==> config.mk <==
export PLATFORM = sky130hd
export DESIGN_NAME = wb_cmd_master
export DESIGN_NICKNAME = d
export VERILOG_FILES = /design/src/rtl/wbm_pkg.sv /design/src/rtl/wbm_timeout_ctr.sv /design/src/rtl/wb_cmd_master.sv
export SDC_FILE = /design/constraint.sdc
export NUM_CORES = 1
export LEC_CHECK = 0
export ABC_AREA = 1
export BUFFER_PORTS_ARGS = -buffer_cell sky130_fd_sc_hd__buf_2
export CORE_MARGIN = 5
export CORE_UTILIZATION = 47
export CTS_CLUSTER_SIZE = 30
export DETAILED_ROUTE_END_ITERATION = 10
export PLACE_DENSITY = 0.77
export SYNTH_ARGS = -nofsm -noshare
export SYNTH_HDL_FRONTEND = slang
export SYNTH_SLANG_ARGS = --single-unit
==> constraint.sdc <==
create_clock -name wb_clk -period 1.5 [get_ports wb_clk]
set_input_delay 0.15 -clock wb_clk [delete_from_list [all_inputs] [get_ports wb_clk]]
set_output_delay 0.15 -clock wb_clk [all_outputs]
set_load 0.005 [all_outputs]
==> src/rtl/wbm_pkg.sv <==
// Shared types and constants for the Wishbone command master.
//   wbm_status_e : response status returned with every command
//   wbm_state_e  : master FSM states
//   WB_AW/WB_DW  : Wishbone address / data widths
package wbm_pkg;

  localparam int WB_AW = 32;
  localparam int WB_DW = 32;

  typedef enum logic [1:0] {
    WBM_OK      = 2'd0,
    WBM_ERR     = 2'd1,
    WBM_TIMEOUT = 2'd2,
    WBM_RETRY   = 2'd3
  } wbm_status_e;

  typedef enum logic [1:0] {
    IDLE    = 2'd0,
    BUS     = 2'd1,
    BACKOFF = 2'd2,
    RESP    = 2'd3
  } wbm_state_e;

endpackage

==> src/rtl/wbm_timeout_ctr.sv <==
// Bus-cycle timeout counter.
//   clk, rst : clock, synchronous active-high reset
//   en       : count one cycle (master is in a bus cycle)
//   clr      : return count to zero (has priority over en)
//   expired  : counting and count has reached TIMEOUT_CYCLES-1
module wbm_timeout_ctr #(
  parameter int TIMEOUT_CYCLES = 256
) (
  input  logic clk,
  input  logic rst,
  input  logic en,
  input  logic clr,
  output logic expired
);

  localparam int CW = $clog2(TIMEOUT_CYCLES);

  logic [CW-1:0] tmo_cnt;

  always_ff @(posedge clk) begin
    if (rst || clr) begin
      tmo_cnt <= '0;
    end else if (en) begin
      tmo_cnt <= tmo_cnt + CW'(1);
    end
  end

  // The final counted cycle is the one whose count equals TIMEOUT_CYCLES-1,
  // so cyc stays high for exactly TIMEOUT_CYCLES cycles.
  assign expired = en && (tmo_cnt == CW'(TIMEOUT_CYCLES - 1));

endmodule

==> src/rtl/wb_cmd_master.sv <==
// Wishbone classic single-transfer initiator.
// One command on the req_* channel produces one Wishbone cycle on wb_m2s_*/
// wb_s2m_* (plus rty retries) and one response on the rsp_* channel.
//   wb_clk, wb_rst          : clock, synchronous active-high reset
//   req_valid/req_ready     : command handshake; req_we/adr/dat/sel payload
//   rsp_valid/rsp_ready     : response handshake; rsp_dat/rsp_status payload
//   wb_m2s_adr/dat/sel/we   : bus request, loaded only when a bus cycle starts
//   wb_m2s_cyc/stb          : bus cycle strobes
//   wb_s2m_dat/ack/err/rty  : slave reply, only looked at in BUS
module wb_cmd_master
  import wbm_pkg::*;
#(
  parameter int TIMEOUT_CYCLES = 256,
  parameter int MAX_RETRY      = 3,
  parameter int ALIGN_CHECK    = 1
) (
  input  logic             wb_clk,
  input  logic             wb_rst,
  input  logic             req_valid,
  output logic             req_ready,
  input  logic             req_we,
  input  logic [WB_AW-1:0] req_adr,
  input  logic [WB_DW-1:0] req_dat,
  input  logic [3:0]       req_sel,
  output logic             rsp_valid,
  input  logic             rsp_ready,
  output logic [WB_DW-1:0] rsp_dat,
  output wbm_status_e      rsp_status,
  output logic [WB_AW-1:0] wb_m2s_adr,
  output logic [WB_DW-1:0] wb_m2s_dat,
  output logic [3:0]       wb_m2s_sel,
  output logic             wb_m2s_we,
  output logic             wb_m2s_cyc,
  output logic             wb_m2s_stb,
  input  logic [WB_DW-1:0] wb_s2m_dat,
  input  logic             wb_s2m_ack,
  input  logic             wb_s2m_err,
  input  logic             wb_s2m_rty
);

  localparam int RC_W = (MAX_RETRY > 0) ? $clog2(MAX_RETRY + 1) : 1;

  wbm_state_e     state, state_d;
  wbm_status_e    status_d;
  logic [RC_W-1:0] retry_cnt;
  logic           expired;
  logic           hs_req, hs_rsp, misaligned;
  logic           load_bus, set_rsp, capture, retry_inc;

  assign hs_req     = req_valid && req_ready;
  assign hs_rsp     = rsp_valid && rsp_ready;
  assign misaligned = (ALIGN_CHECK != 0) && (req_adr[1:0] != 2'b00);

  wbm_timeout_ctr #(
    .TIMEOUT_CYCLES (TIMEOUT_CYCLES)
  ) u_tmo (
    .clk     (wb_clk),
    .rst     (wb_rst),
    .en      (state == BUS),
    .clr     (state != BUS),
    .expired (expired)
  );

  always_ff @(posedge wb_clk) begin
    if (wb_rst) state <= IDLE;
    else        state <= state_d;
  end

  // Termination priority in BUS is err > ack > rty > timeout.
  always_comb begin
    state_d   = state;
    status_d  = WBM_OK;
    load_bus  = 1'b0;
    set_rsp   = 1'b0;
    capture   = 1'b0;
    retry_inc = 1'b0;
    case (state)
      IDLE: begin
        if (hs_req) begin
          if (misaligned) begin
            state_d  = RESP;
            status_d = WBM_ERR;
            set_rsp  = 1'b1;
          end else begin
            state_d  = BUS;
            load_bus = 1'b1;
          end
        end
      end
      BUS: begin
        if (wb_s2m_err) begin
          state_d  = RESP;
          status_d = WBM_ERR;
          set_rsp  = 1'b1;
        end else if (wb_s2m_ack) begin
          state_d  = RESP;
          status_d = WBM_OK;
          set_rsp  = 1'b1;
          capture  = !wb_m2s_we;
        end else if (wb_s2m_rty) begin
          if (retry_cnt == RC_W'(MAX_RETRY)) begin
            state_d  = RESP;
            status_d = WBM_RETRY;
            set_rsp  = 1'b1;
          end else begin
            state_d   = BACKOFF;
            retry_inc = 1'b1;
          end
        end else if (expired) begin
          state_d  = RESP;
          status_d = WBM_TIMEOUT;
          set_rsp  = 1'b1;
        end
      end
      BACKOFF: state_d = BUS;
      RESP: begin
        if (hs_rsp) state_d = IDLE;
      end
      default: state_d = IDLE;
    endcase
  end

  // Outputs are flops decoded from the next state so every port is registered.
  always_ff @(posedge wb_clk) begin
    if (wb_rst) begin
      req_ready  <= 1'b0;
      rsp_valid  <= 1'b0;
      rsp_dat    <= '0;
      rsp_status <= WBM_OK;
      wb_m2s_adr <= '0;
      wb_m2s_dat <= '0;
      wb_m2s_sel <= '0;
      wb_m2s_we  <= 1'b0;
      wb_m2s_cyc <= 1'b0;
      wb_m2s_stb <= 1'b0;
      retry_cnt  <= '0;
    end else begin
      req_ready  <= (state_d == IDLE);
      rsp_valid  <= (state_d == RESP);
      wb_m2s_cyc <= (state_d == BUS);
      wb_m2s_stb <= (state_d == BUS);
      if (load_bus) begin
        wb_m2s_adr <= req_adr;
        wb_m2s_dat <= req_dat;
        wb_m2s_sel <= req_sel;
        wb_m2s_we  <= req_we;
      end
      // Writes and every non-ack termination return zero data.
      if (set_rsp) begin
        rsp_status <= status_d;
        rsp_dat    <= capture ? wb_s2m_dat : '0;
      end
      if (retry_inc) begin
        retry_cnt <= retry_cnt + RC_W'(1);
      end else if (state == RESP && hs_rsp) begin
        retry_cnt <= '0;
      end
    end
  end

endmodule

==> results of run 1 <==
[worst max-delay path, cell delays in order (launching register included)]
cell     delay [ns]
dfxtp_1        0.33
nor2_2         0.14
nand3_2        0.15
inv_4          0.17
nand2_2        0.09
buf_12         0.19
o21ai_0        0.20
a21oi_1        0.06
[cells by family (layout without fill, tap and decap cells)]
logic type | count (synthesis) | in the layout | synth area share
other | 0 | 1 | 0
AND/OR/NAND/NOR | 256 | 257 | 0.290
AO/OA/AOI/OAI | 112 | 112 | 0.136
buffers and inverters | 62 | 391 | 0.0869
XOR/XNOR | 2 | 2 | 0.00355
adder cells (fa/ha/maj) | 2 | 2 | 0.00506
flip-flops | 118 | 118 | 0.478
[cell usage in the layout, fill, tap and decap left out, types with 2 or more instances in the layout]
cell type,synthesis,final
o21ai_0,6,6
clkinvlp_4,0,5
inv_1,16,16
inv_2,4,2
nand3_4,0,2
a21oi_1,76,76
clkinv_2,0,3
buf_12,3,8
inv_4,0,2
buf_4,3,13
clkbuf_8,3,5
nand3_1,59,59
a21oi_2,30,30
dfxtp_2,0,2
nor2_2,2,4
nand3_2,54,52
xnor2_1,2,2
clkbuf_16,0,19
dfxtp_1,118,116
nor2_1,15,12
buf_2,13,213
nor2_4,1,2
nand2_2,1,4
nand4_1,2,2
nand2_1,116,114
dlygate4sd3_1,0,104
[through the flow]
step,worst slack (ns),instances,util,setup TNS (ns)
after floorplan,0.127,552,-,0
after global placement,0.0884,876,0.589,0
after detailed placement,0.0269,876,0.589,0
after CTS,0.00668,1009,0.741,0
after global routing,-0.0440,1018,0.759,-0.116
final,0.0493,1019,0.759,0
[power groups by stage]
stage	Combinational, mW	Sequential, mW	Clock, mW
5_1_grt	1.98	3.42	3.75
4_1_cts	1.61	3.40	3.59
6_report	1.84	3.41	3.53
3_5_place_dp	1.39	3.46	0
3_3_place_gp	1.36	3.46	0
2_1_floorplan	0.989	3.47	0
[synth_stat cells (all sizes together)]
cell	number
inv	20
o21ai	6
nor3	1
nand2	118
clkbuf	13
buf	29
nand3b	1
xnor2	2
nand3	113
nor2	19
dfxtp	118
ha	2
nor3b	1
a21oi	106
nand4	3
[repair_timing]
| action | in CTS | in global routing |
|---|---|---|
| resized for setup | 0 | 15 |
| buffers inserted | 0 | 5 |
| setup endpoints to repair | 0 | 65 |
| hold endpoints to repair | 100 | 0 |
| hold buffers | 104 | 0 |
[sequential cells by signal (all words and copies together), names as in the netlist]
signal         count
wb_m2s_adr        32
req_ready          1
wb_m2s_stb         1
rsp_dat           32
wb_m2s_we          1
rsp_status         2
state              2
wb_m2s_dat        32
retry_cnt          2
u_tmo.tmo_cnt      8
rsp_valid          1
wb_m2s_sel         4
[final cells by class]
type | instances | area share
multi-input cells | 373 | 0.283
repair buffers | 342 | 0.314
clock inverters | 8 | 0.00674
well taps | 136 | 0.0218
clock buffers | 21 | 0.0602
flip-flops and latches | 118 | 0.303
diodes | 1 | 0.000321
inverters | 20 | 0.0103
[metal layers]
layer | global-route usage | up-vias | wire length (µm)
li1 | - | 2496 | -
met1 | 0.264 | 2431 | 6330
met2 | 0.452 | 252 | 8790
met3 | 0.0717 | 66 | 1020
met4 | 0.136 | 0 | 820
met5 | 0 | - | 0
[worst max path at each step]
| stage | to | depth (start not counted) |
|---|---|---|
| after floorplan | rsp_dat[16]$_SDFFE_PP0P_ | 9 |
| after global routing | wb_m2s_we$_SDFFE_PP0P_ | 7 |
| after global placement | rsp_dat[6]$_SDFFE_PP0P_ | 9 |
| after CTS | rsp_dat[30]$_SDFFE_PP0P_ | 9 |
| final | wb_m2s_we$_SDFFE_PP0P_ | 7 |
| after detailed placement | rsp_dat[30]$_SDFFE_PP0P_ | 9 |
==> results.sh, run 1 <==
export IMPL_first_pass_iters=5
export IMPL_worst_setup_path_start_kind="flop"
export IMPL_grt_first_pass_wirelength_um=26000
export IMPL_total_power_mw=8.78
export IMPL_netlist_area_leader_share=0.478
export IMPL_max_freq_mhz=689
export IMPL_critPathLaunch="state[1]$_SDFF_PP0_"
export IMPL_p_clk_frac=0.402
export IMPL_cts_sinks=118
export IMPL_cp_required_ns=1.89
export IMPL_die_h_um=113
export IMPL_slew_headroom=0.778
export IMPL_core_area_um2=10300
export IMPL_cts_tree="done"
export IMPL_crit_reg2reg_capture="wb_m2s_we$_SDFFE_PP0P_"
export IMPL_drtIter0Drc=386
export IMPL_die_w_um=113
export IMPL_syn_area_per_cell_um2=8.95
export IMPL_io_buffers=214
export IMPL_ys_warn_count=0
export IMPL_rows=37
export IMPL_critPathMaxFanout=50
export IMPL_status="complete, no violations"
export IMPL_tightest_slew_ns=0.333
export IMPL_syn_inst=552
export IMPL_synth_cell_type_count=29
export IMPL_gp_congestion=0.834
export IMPL_grt_total_usage=0.252
export IMPL_clk_pin_slew_worst_paths_ns=0.06
export IMPL_p_int_mw=6.30
export IMPL_ys_ff_latch=118
export IMPL_drc_errors=0
export IMPL_htree_levels=4
export IMPL_initial_core_util=0.481
export IMPL_placed_cell_area_um2=6060
export IMPL_drv_slew=0
export IMPL_seq_area_frac_synth=0.478
export IMPL_r2r_slack_ns=0.05
export IMPL_power_share_switching=0.282
export IMPL_grt_ovfl_total=0
export IMPL_wirelength_um=17000
export IMPL_grt_start_max_net_pins=64
export IMPL_antenna_found_initial=0
export IMPL_avgViaCountPerCell=5.15
export IMPL_seqPwrFrac=0.388
export IMPL_cts_root_buf="clkbuf_8"
export IMPL_finalCritPeriodShare=0.967
export IMPL_hpwl_um=9670
export IMPL_wl_per_cell_um=16.6
export IMPL_multi_input_area_um2=2210
export IMPL_dieArea_um2=12700
export IMPL_hold_ws_ns=0.0720
export IMPL_cts_buffer_depth=2
export IMPL_final_antenna_net_count=0
export IMPL_drive_above_1_share=0.421
export IMPL_fillerInstances=669
export IMPL_min_path_type="input port to flop"
export IMPL_stdcell_area_um2=7800
export IMPL_ir_drop_mv=0.778
export IMPL_crit_reg2reg_launch="state[1]$_SDFF_PP0_"
export IMPL_grt_pass1_vias=5405
export IMPL_worst_setup_path_type="flop to flop"
export IMPL_final_seq_area_um2=2360
export IMPL_hold_violations=0
export IMPL_route_vias_total=5245
export IMPL_ys_top_cells_by_area="dfxtp_1, nand3_2, nand2_1"
export IMPL_cts_buffers=17
export IMPL_switchingPower_mw=2.48
export IMPL_syn_to_final_growth_pct=57.9
export IMPL_hp_start="rsp_ready"
export IMPL_cap_violations=0
export IMPL_fin_skew_ns=0.00990
export IMPL_hold_path_end="retry_cnt[0]$_SDFFE_PP0P_"
export IMPL_p_leak_nw=3.29
export IMPL_syn_nets=662
export IMPL_finalSetupViolCount=0
export IMPL_period_minus_slack_ns=1.45
export IMPL_yosys_area_top_type="dfxtp_1"
export IMPL_hold_depth=4
export IMPL_endpoint_kind="flop"
export IMPL_clkLatencyLatePin_ns=0.51
export IMPL_nets=982
export IMPL_ff2ff_path_depth=7
export IMPL_powerDensity_nw_per_um2=1130
export IMPL_pin_count=215
export IMPL_grt_setup_unrepaired="yes"
export IMPL_arrival_ns=1.84
export IMPL_p_comb_frac=0.210
export IMPL_synth_area_um2=4940
No activity file was read; power rests on OpenSTA's default activity.
==> run 2, diff against run 1 <==
- GPL_TIMING_DRIVEN: not set -> 0
- PLACE_DENSITY: 0.77 -> 0.78
==> run 2 against run 1 <==
Die area unchanged. Non-clock buffer count increased by 16. Clock power up 21%. Critical path depth unchanged. Maximum frequency down 1.3%. Worst setup slack worse by 0.019 ns. Utilization is 0.44 points higher. Sequential cell count unchanged. Critical endpoint is now u_tmo.tmo_cnt[6]$_SDFFE_PP0P_.
==> results.sh, run 2 (synthesis results as in run 1) <==
export IMPL_finalCritPeriodShare=0.980
export IMPL_route_vias_total=5434
export IMPL_htree_levels=4
export IMPL_final_seq_area_um2=2360
export IMPL_wl_per_cell_um=17.2
export IMPL_grt_ovfl_total=0
export IMPL_final_common_cell="buf_2"
export IMPL_pin_count=215
export IMPL_stdcell_area_um2=7850
export IMPL_drive_above_1_share=0.425
export IMPL_cts_sinks=118
export IMPL_first_pass_iters=7
export IMPL_slowest_delay_ns=0.33
export IMPL_drtIter0Drc=499
export IMPL_final_antenna_net_count=0
export IMPL_grt_start_max_net_pins=17
export IMPL_cap_violations=0
export IMPL_crit_reg2reg_capture="u_tmo.tmo_cnt[6]$_SDFFE_PP0P_"
export IMPL_period_minus_slack_ns=1.47
export IMPL_hold_violations=0
export IMPL_final_cell_mix="buf_2, dfxtp_1, nand2_1, dlygate4sd3_1, a21oi_1"
export IMPL_cts_buffer_depth=2
export IMPL_die_h_um=113
export IMPL_fillerInstances=691
export IMPL_fin_skew_ns=0.00760
export IMPL_status="complete, no violations"
export IMPL_io_buffers=214
export IMPL_core_area_um2=10300
export IMPL_worst_setup_path_start_kind="flop"
export IMPL_clkLatencyLatePin_ns=0.52
export IMPL_clk_pin_slew_worst_paths_ns=0.06
export IMPL_nets=997
export IMPL_path_cells="inv_1 > nand3_2 > nor2_4 > buf_4 > nand3_1 > o21ai_0 > a21oi_1"
export IMPL_critPathMaxFanout=3
export IMPL_hp_start="wb_s2m_err"
export IMPL_max_freq_mhz=680
export IMPL_p_leak_nw=3.34
export IMPL_worst_setup_path_type="flop to flop"
export IMPL_rows=37
export IMPL_tightest_slew_ns=0.692
export IMPL_avgViaCountPerCell=5.25
export IMPL_grt_total_usage=0.276
export IMPL_r2r_slack_ns=0.03
export IMPL_hold_depth=4
export IMPL_arrival_ns=1.87
export IMPL_cts_tree="done"
export IMPL_cts_buffers=17
export IMPL_wirelength_um=17900
export IMPL_grt_setup_unrepaired="yes"
export IMPL_fin_cells=1036
export IMPL_cp_slowest_cell="dfxtp_1"
export IMPL_dp_cells=902
export IMPL_die_w_um=113
export IMPL_ff2ff_path_depth=7
export IMPL_syn_to_final_growth_pct=58.8
export IMPL_slew_headroom=0.539
export IMPL_multi_input_area_um2=2170
export IMPL_dieArea_um2=12700
export IMPL_min_path_type="input port to flop"
export IMPL_ir_drop_mv=0.704
export IMPL_grt_first_pass_wirelength_um=28100
export IMPL_cts_root_buf="clkbuf_8"
export IMPL_drv_slew=0
export IMPL_initial_core_util=0.481
export IMPL_placed_cell_area_um2=6180
export IMPL_endpoint_kind="flop"
export IMPL_top_regs="rsp_dat (32), wb_m2s_adr (32), wb_m2s_dat (32)"
export IMPL_cp_required_ns=1.90
export IMPL_hold_path_end="rsp_status[1]$_SDFFE_PP0P_"
export IMPL_antenna_found_initial=1
export IMPL_finalSetupViolCount=0
export IMPL_hold_ws_ns=0.0123
export IMPL_hpwl_um=10900
export IMPL_gp_congestion=0.810
export IMPL_powerDensity_nw_per_um2=1210
export IMPL_grt_pass1_vias=5698
export IMPL_drc_errors=0
export IMPL_crit_reg2reg_launch="state[1]$_SDFF_PP0_"
==> run 2: changes by cell type in the layout (fill, tap and decap cells not counted), sizes merged <==
| cell | change |
|---|---|
| clkinv | +1 |
| dlygate4sd3 | -4 |
| buf | +10 |
| clkbuf | +8 |
| clkinvlp | -1 |
| nand2 | -1 |
| bufinv | +4 |
==> run 2: per-layer routing <==
layer  vias to the layer above  global-route usage  wire length (µm)
met5                         -                   0                 0
met4                         0               0.153               969
met3                        84              0.0658              1120
met2                       291               0.497              9130
met1                      2523               0.297              6630
li1                       2536                   -                 -
==> run 2: where the power goes <==
part | internal (mW) | switching, mW | total (mW) | leakage, nW
Combinational | 0.821 | 0.976 | 1.80 | 2.09
Sequential | 3.30 | 0.109 | 3.41 | 0.954
Clock | 2.77 | 1.49 | 4.26 | 0.292
==> run 2: final cells by class <==
cell class,instances,share of cell area
diodes,1,0.000319
plain buffers,42,0.0459
clock buffers,19,0.0563
clock inverters,12,0.0226
inverters,20,0.00957
multi-input cells,372,0.276
flip-flops and latches,118,0.301
well taps,136,0.0217
repair buffers,316,0.266
==> run 2: what timing repair did <==
item	4_1_cts	5_1_grt
pin swaps	1	1
endpoints found under the setup margin	30	34
hold buffers	100	0
setup buffers	1	1
resized for setup	0	12
endpoints found under the hold margin	100	0
==> run 2: worst max-delay path: cells and delay by family (launching register included) <==
family	cells	cell delay, ns
AOI/OAI and AO/OA	2	0.37
buffers and inverters	2	0.26
DFF	1	0.33
and+or+nand+nor	3	0.37
==> run 2: through the flow <==
stage | utilization | setup TNS, ns | power [mW] | setup slack, ns
CTS | 0.760 | 0 | 9.38 | 0.0232
global placement | 0.602 | 0 | 4.93 | 0.0289
global route | 0.763 | -0.0425 | 9.81 | -0.0303
detailed placement | 0.602 | -0.255 | 4.98 | -0.0234
floorplan | - | 0 | 4.46 | 0.127
finish | 0.763 | 0 | 9.47 | 0.0299
==> run 2: how the worst max path moves through the flow <==
stage | start | depth (start not counted) | slack, ns | endpoint
3_3_place_gp | u_tmo.tmo_cnt[0]$_SDFFE_PP0P_ | 9 | 0.03 | rsp_dat[23]$_SDFFE_PP0P_
5_1_grt | state[1]$_SDFF_PP0_ | 7 | -0.03 | u_tmo.tmo_cnt[6]$_SDFFE_PP0P_
6_report | state[1]$_SDFF_PP0_ | 7 | 0.03 | u_tmo.tmo_cnt[6]$_SDFFE_PP0P_
3_5_place_dp | u_tmo.tmo_cnt[0]$_SDFFE_PP0P_ | 9 | -0.02 | rsp_dat[22]$_SDFFE_PP0P_
4_1_cts | u_tmo.tmo_cnt[0]$_SDFFE_PP0P_ | 9 | 0.02 | rsp_dat[16]$_SDFFE_PP0P_
2_1_floorplan | u_tmo.tmo_cnt[0]$_SDFFE_PP0P_ | 9 | 0.13 | rsp_dat[16]$_SDFFE_PP0P_
